<file path="config.mk">
export PLATFORM = sky130hd
export DESIGN_NAME = seq_adder
export DESIGN_NICKNAME = d
export VERILOG_FILES = /design/src/rtl/seq_adder.sv
export SDC_FILE = /design/constraint.sdc
export NUM_CORES = 1
export LEC_CHECK = 0
export CAP_MARGIN = 20
export CORE_MARGIN = 3
export CORE_UTILIZATION = 25
export CTS_BUF_LIST = sky130_fd_sc_hd__clkbuf_8
export DETAILED_ROUTE_END_ITERATION = 10
export MAX_ROUTING_LAYER = met4
export SLEW_MARGIN = 20
export SYNTH_ARGS = -nofsm -noshare
export SYNTH_HDL_FRONTEND = slang
export SYNTH_SLANG_ARGS = --single-unit
</file>
<file path="constraint.sdc">
create_clock -name clk -period 1.65 [get_ports clk]
set_clock_uncertainty 0.1 [all_clocks]
set_input_delay 0.4125 -clock clk [delete_from_list [all_inputs] [get_ports clk]]
set_output_delay 0.4125 -clock clk [all_outputs]
set_load 0.02 [all_outputs]
</file>
<file path="src/rtl/seq_adder.sv">
// Digit-serial adder: adds DIGIT bits of A+B per clock, LSB slice first,
// and publishes sum/cout/ovf only when the last slice completes.
module seq_adder #(
    parameter int WIDTH  = 8,
    parameter int DIGIT  = 1,
    parameter int SIGNED = 0
) (
    input  logic             clk,
    input  logic             rst,
    input  logic             start,
    input  logic [WIDTH-1:0] a,
    input  logic [WIDTH-1:0] b,
    input  logic             cin,
    output logic             busy,
    output logic             done,
    output logic [WIDTH-1:0] sum,
    output logic             cout,
    output logic             ovf
);

    localparam int N  = WIDTH / DIGIT;
    localparam int CW = (N > 1) ? $clog2(N) : 1;
    localparam logic [CW-1:0] LAST = CW'(N - 1);

    localparam logic [0:0] S_IDLE = 1'b0;
    localparam logic [0:0] S_RUN  = 1'b1;

    logic [0:0]       state_q, state_d;
    logic [CW-1:0]    cnt_q, cnt_d;
    logic [WIDTH-1:0] a_q, a_d;
    logic [WIDTH-1:0] b_q, b_d;
    logic             carry_q, carry_d;
    logic [WIDTH-1:0] sum_q, sum_d;
    logic             cout_q, cout_d;
    logic             ovf_q, ovf_d;
    logic             done_q, done_d;

    logic [DIGIT:0]   slice;
    logic [WIDTH-1:0] acc_next;
    logic             c_into_msb;
    logic             last;

    // a_q doubles as the result accumulator: each slice result enters at
    // the top while the consumed operand slice leaves at the bottom.
    always_comb begin
        slice = {1'b0, a_q[DIGIT-1:0]}
              + {1'b0, b_q[DIGIT-1:0]}
              + {{DIGIT{1'b0}}, carry_q};
        acc_next = (a_q >> DIGIT)
                 | (WIDTH'(slice[DIGIT-1:0]) << (WIDTH - DIGIT));
        c_into_msb = a_q[DIGIT-1] ^ b_q[DIGIT-1] ^ slice[DIGIT-1];
        last = (cnt_q == LAST);
    end

    always_comb begin
        state_d = state_q;
        cnt_d   = cnt_q;
        a_d     = a_q;
        b_d     = b_q;
        carry_d = carry_q;
        sum_d   = sum_q;
        cout_d  = cout_q;
        ovf_d   = ovf_q;
        done_d  = 1'b0;
        case (state_q)
            S_IDLE: begin
                if (start) begin
                    state_d = S_RUN;
                    cnt_d   = '0;
                    a_d     = a;
                    b_d     = b;
                    carry_d = cin;
                end
            end
            S_RUN: begin
                a_d     = acc_next;
                b_d     = b_q >> DIGIT;
                carry_d = slice[DIGIT];
                cnt_d   = cnt_q + CW'(1);
                if (last) begin
                    state_d = S_IDLE;
                    cnt_d   = '0;
                    carry_d = 1'b0;
                    sum_d   = acc_next;
                    cout_d  = slice[DIGIT];
                    // Signed overflow: carry into MSB differs from carry out.
                    ovf_d   = (SIGNED != 0) ? (c_into_msb ^ slice[DIGIT])
                                            : slice[DIGIT];
                    done_d  = 1'b1;
                end
            end
            default: state_d = S_IDLE;
        endcase
    end

    always_ff @(posedge clk) begin
        if (rst) begin
            state_q <= S_IDLE;
            cnt_q   <= '0;
            a_q     <= '0;
            b_q     <= '0;
            carry_q <= 1'b0;
            sum_q   <= '0;
            cout_q  <= 1'b0;
            ovf_q   <= 1'b0;
            done_q  <= 1'b0;
        end else begin
            state_q <= state_d;
            cnt_q   <= cnt_d;
            a_q     <= a_d;
            b_q     <= b_d;
            carry_q <= carry_d;
            sum_q   <= sum_d;
            cout_q  <= cout_d;
            ovf_q   <= ovf_d;
            done_q  <= done_d;
        end
    end

    assign busy = (state_q == S_RUN);
    assign done = done_q;
    assign sum  = sum_q;
    assign cout = cout_q;
    assign ovf  = ovf_q;

endmodule

</file>
Word level (Yosys, flattened, before mapping)

Index checks and enable logic that the tools add are counted.

Bits of input ports: 20
Register bits: 31

Bitwise logic cells: 2
Equality and inequality tests: 2
Add/sub/neg operators: 3
Reductions and logical operators: 2
Muxes and demuxes: 14

Operators with widths:

| kind                | count |
|---|---|
| $pmux 8 s2          | 2 |
| $mux 8              | 2 |
| $or 7x8->8          | 1 |
| $mux 3              | 2 |
| $pmux 3 s2          | 1 |
| $mux 1              | 5 |
| $pmux 1 s2          | 2 |
| $add 3x1->3 const B | 1 |
| $eq 3x3->1 const B  | 1 |
| $add 1x1->2         | 1 |
| $add 2x1->2         | 1 |
| $ne 2x2->1 const B  | 1 |
| $reduce_and 2->1    | 1 |
| $reduce_or 2->1     | 1 |
| $not 1->1           | 1 |

Depth between registers and ports, before layout

Depth in word-level cells: 4
Mapped depth: 6
Gate-level depth less buffers: 5

Least setup slack after synthesis

OpenSTA, ideal clock, no wires.

Path kind: reg2reg
Start point: register cnt_q[0]
End point: register sum_q[7] (netlist: sum[7])
Cell stages (with the launch flop): 7
Required time: 1.418 ns
Setup slack: 0.326 ns
Arrival: 1.092 ns
Setup time: 0.132 ns
Period minus slack after synthesis: 1.324 ns
Path buffers: 1
Cell sequence: dfxtp_1 ha_1 ha_1 and2_1 buf_4 nand2_1 a21oi_1

Word-level cells in the longest chain between the ends: 2

RTL lines:

| what                              | line | RTL |
|---|---|---|
| start, declared                   | 29   | `logic [CW-1:0] cnt_q, cnt_d;` |
| start signal, assigned            | 109  | `cnt_q <= cnt_d;` |
| $eq 3x3->1                        | 52   | `last = (cnt_q == LAST);` |
| via last                          | 41   | `logic last;` |
| $reduce_and 2->1 (no source line) | n/a  |  |
| end signal, assigned              | 113  | `sum_q <= sum_d;` |
| end, declared                     | 33   | `logic [WIDTH-1:0] sum_q, sum_d;` |

The timed path passes the listed nets, and every way through them passes these cells.
A chain may end at the register's enable or synchronous reset.

==> results_dict.tcl <==
set metrics [dict create \
    vias 988 \
    yosys.area.top_type "dfxtp_1" \
    slew_headroom_pct 75.9 \
    row_count 26 \
    path_buf_inv 1 \
    start_kind "register" \
    p_int_w 0.00130 \
    hold_viol_final 0 \
    viasPerCell 4.10 \
    p_clk_share_pct 38.0 \
    drv_cap 0 \
    crit_path_max_incr_delay_ns 0.37 \
    layout_min_cycle_time_ns 1.49 \
    synth_area_leaders "dfxtp_1 (44%), mux2_4 (15%), mux2i_1 (11%), nor2_1 (5.4%), nand2_1 (5.1%)" \
    status "finished, final reports clean" \
    start_util_pct 26.5 \
    wl_per_cell_um 11.8 \
    grt_overflow_total 0 \
    layout_commonest_cell "dfxtp_1" \
    synth_cell_types 19 \
    fmax_mhz 670 \
    cts-buffers-inserted 5 \
    ioPinCount 32 \
    holdCritPathClass "register to register" \
    cp_max_fo 3 \
    io_buffers 31 \
    layout_common_cells "dfxtp_1 (31), nor2_1 (20), nand2_1 (19), clkdlybuf4s50_1 (18), mux2i_1 (16)" \
    grtUsageTotal_pct 9.35 \
    crit_chain "dlygate4sd2_1" \
    coreArea_um2 5270 \
    routed_wl_mm 2.83 \
    nNetsFinal 193 \
    dieWidth_um 80.8 \
    post_cts_buffers 0 \
    syn_nets 160 \
    drive_gt1_share_pct 16.4 \
    grt_max_degree 32 \
    clock_path_buffers 2 \
    cts_hold_buf 0 \
    syn_avg_cell_area_um2 10.2 \
    htreeDepth 2 \
    finalPower_w 0.00167 \
    design_area_um2 1890 \
    die-area_um2 6530 \
    drv_slew 0 \
    yosysSeqAreaShare_pct 44.4 \
    yosys_warnings 0 \
    finalSetupViolations 0 \
    hpwl_mm 1.84 \
    ys_ff_latch 31 \
    p_comb_share_pct 13.9 \
    finalCritPeriodShare_pct 90.5 \
    grt_antenna_before_repair 0 \
    grt_pass1_wl_mm 4.62 \
    dpl-instance-area_um2 1780 \
    cts_tree "done" \
    grt_pass1_vias 960 \
    dpl.cell_count 232 \
    n_antenna_cell 0 \
    rsz0062_at_grt "no" \
    area_growth_pct 35.2 \
    tns_ns 0 \
    worst_pin_slew_ns 0.361 \
    drc 0 \
    p_seq_share_pct 48.1 \
    ant_nets 0 \
    clock_latency_ns 0.27 \
    cp_data_required_time_ns 1.14 \
    whs_ns 0.351 \
    cts.sinks 31 \
    powerDensity_nw_per_um2 883 \
    fin_cells 241 \
    gp_congestion 0.727 \
    die_h_um 80.8 \
    netlist_instances 137 \
    path_clk_slew_ns 0.06 \
    clock-root-buffer "clkbuf_8" \
    setup.worst_path.end_class "output port" \
    synth_top_area_share_pct 44.4 \
    drtPass1Iterations 4 \
    crit_slowest_cell "dfxtp_1" \
    crit_family "flip-flops" \
    peakVddDrop_mv 0.432 \
    synth_area_um2 1400 \
    power.switching_w 0.000371 \
    arrival_ns 0.98 \
    p_leak_nw 0.835 \
    switching_share_pct 22.2 \
    crit_type "register to output port" \
    first_iter_violations 31 \
]
flip-flops by register name, indices dropped and copies added (netlist names):
name     cells
sum          8
busy         1
done         1
ovf          1
carry_q      1
cnt_q        3
a_q          8
b_q          8
final cells by class:
class	count	area [um2]
multi-input cells	95	701
repair buffers	36	378
well taps	70	87.6
fillers	573	3380
clock inverters	1	3.75
inverters	1	3.75
flip-flops and latches	31	621
clock buffers	7	96.3
per-layer routing:
| layer | wire length (um) | GRT usage (%) |
|---|---|---|
| met5 | 0 | - |
| met3 | 182 | 3.22 |
| met4 | 0 | 1.52 |
| met2 | 1260 | 14.2 |
| met1 | 1390 | 12.3 |
power groups by stage:
stage	sequential, W	combinational (W)	clock [W]
global placement	0.000820	0.000224	0
detailed placement	0.000820	0.000226	0
global route	0.000808	0.000252	0.000706
floorplan	0.000816	0.000151	0
finish	0.000803	0.000231	0.000635
CTS	0.000803	0.000226	0.000669
cell usage after synthesis:
| library cell | n |
|---|---|
| dfxtp_1 | 31 |
| nor2_1 | 20 |
| nand2_1 | 19 |
| mux2i_1 | 16 |
| mux2_4 | 14 |
| a21oi_1 | 12 |
| buf_4 | 4 |
| buf_6 | 3 |
| clkbuf_1 | 3 |
| nor3_1 | 3 |
| nor3b_1 | 3 |
| ha_1 | 2 |
| a211oi_1 | 1 |
| a21o_1 | 1 |
| and2_1 | 1 |
| fa_1 | 1 |
| inv_1 | 1 |
| mux2_2 | 1 |
| nand3b_1 | 1 |
final timing paths:
kind	slack, ns	to	cells after the start	start
setup reg to reg	0.20	sum[0]	5	cnt_q[0]
setup / recovery	0.16	cout	1	ovf
hold / removal	0.35	sum[2]	2	sum[2]
hold reg to reg	0.35	sum[2]	2	sum[2]
timing repair:
item                                    in CTS  in global routing
gates resized for setup                     12                  2
endpoints found under the setup margin      12                  7
cloned                                       0                  1
pin swaps                                    0                  0
through the flow:
step | worst slack (ns) | utilization [%]
floorplan | 0.326 | -
finish | 0.157 | 35.9
CTS | 0.0618 | 35.3
detailed placement | -0.216 | 33.7
global placement | -0.216 | 33.7
global route | 0.0238 | 35.9
cell families after synthesis:
family,after synthesis,share of synthesized area [%]
flip-flops,31,44.4
AND/OR/NAND/NOR,47,14.1
buffers and inverters,11,5.63
multiplexers,31,27.3
adder cells (fa/ha/maj),3,3.22
AO/OA/AOI/OAI,14,5.37
Power figures use the tool's default switching activity.
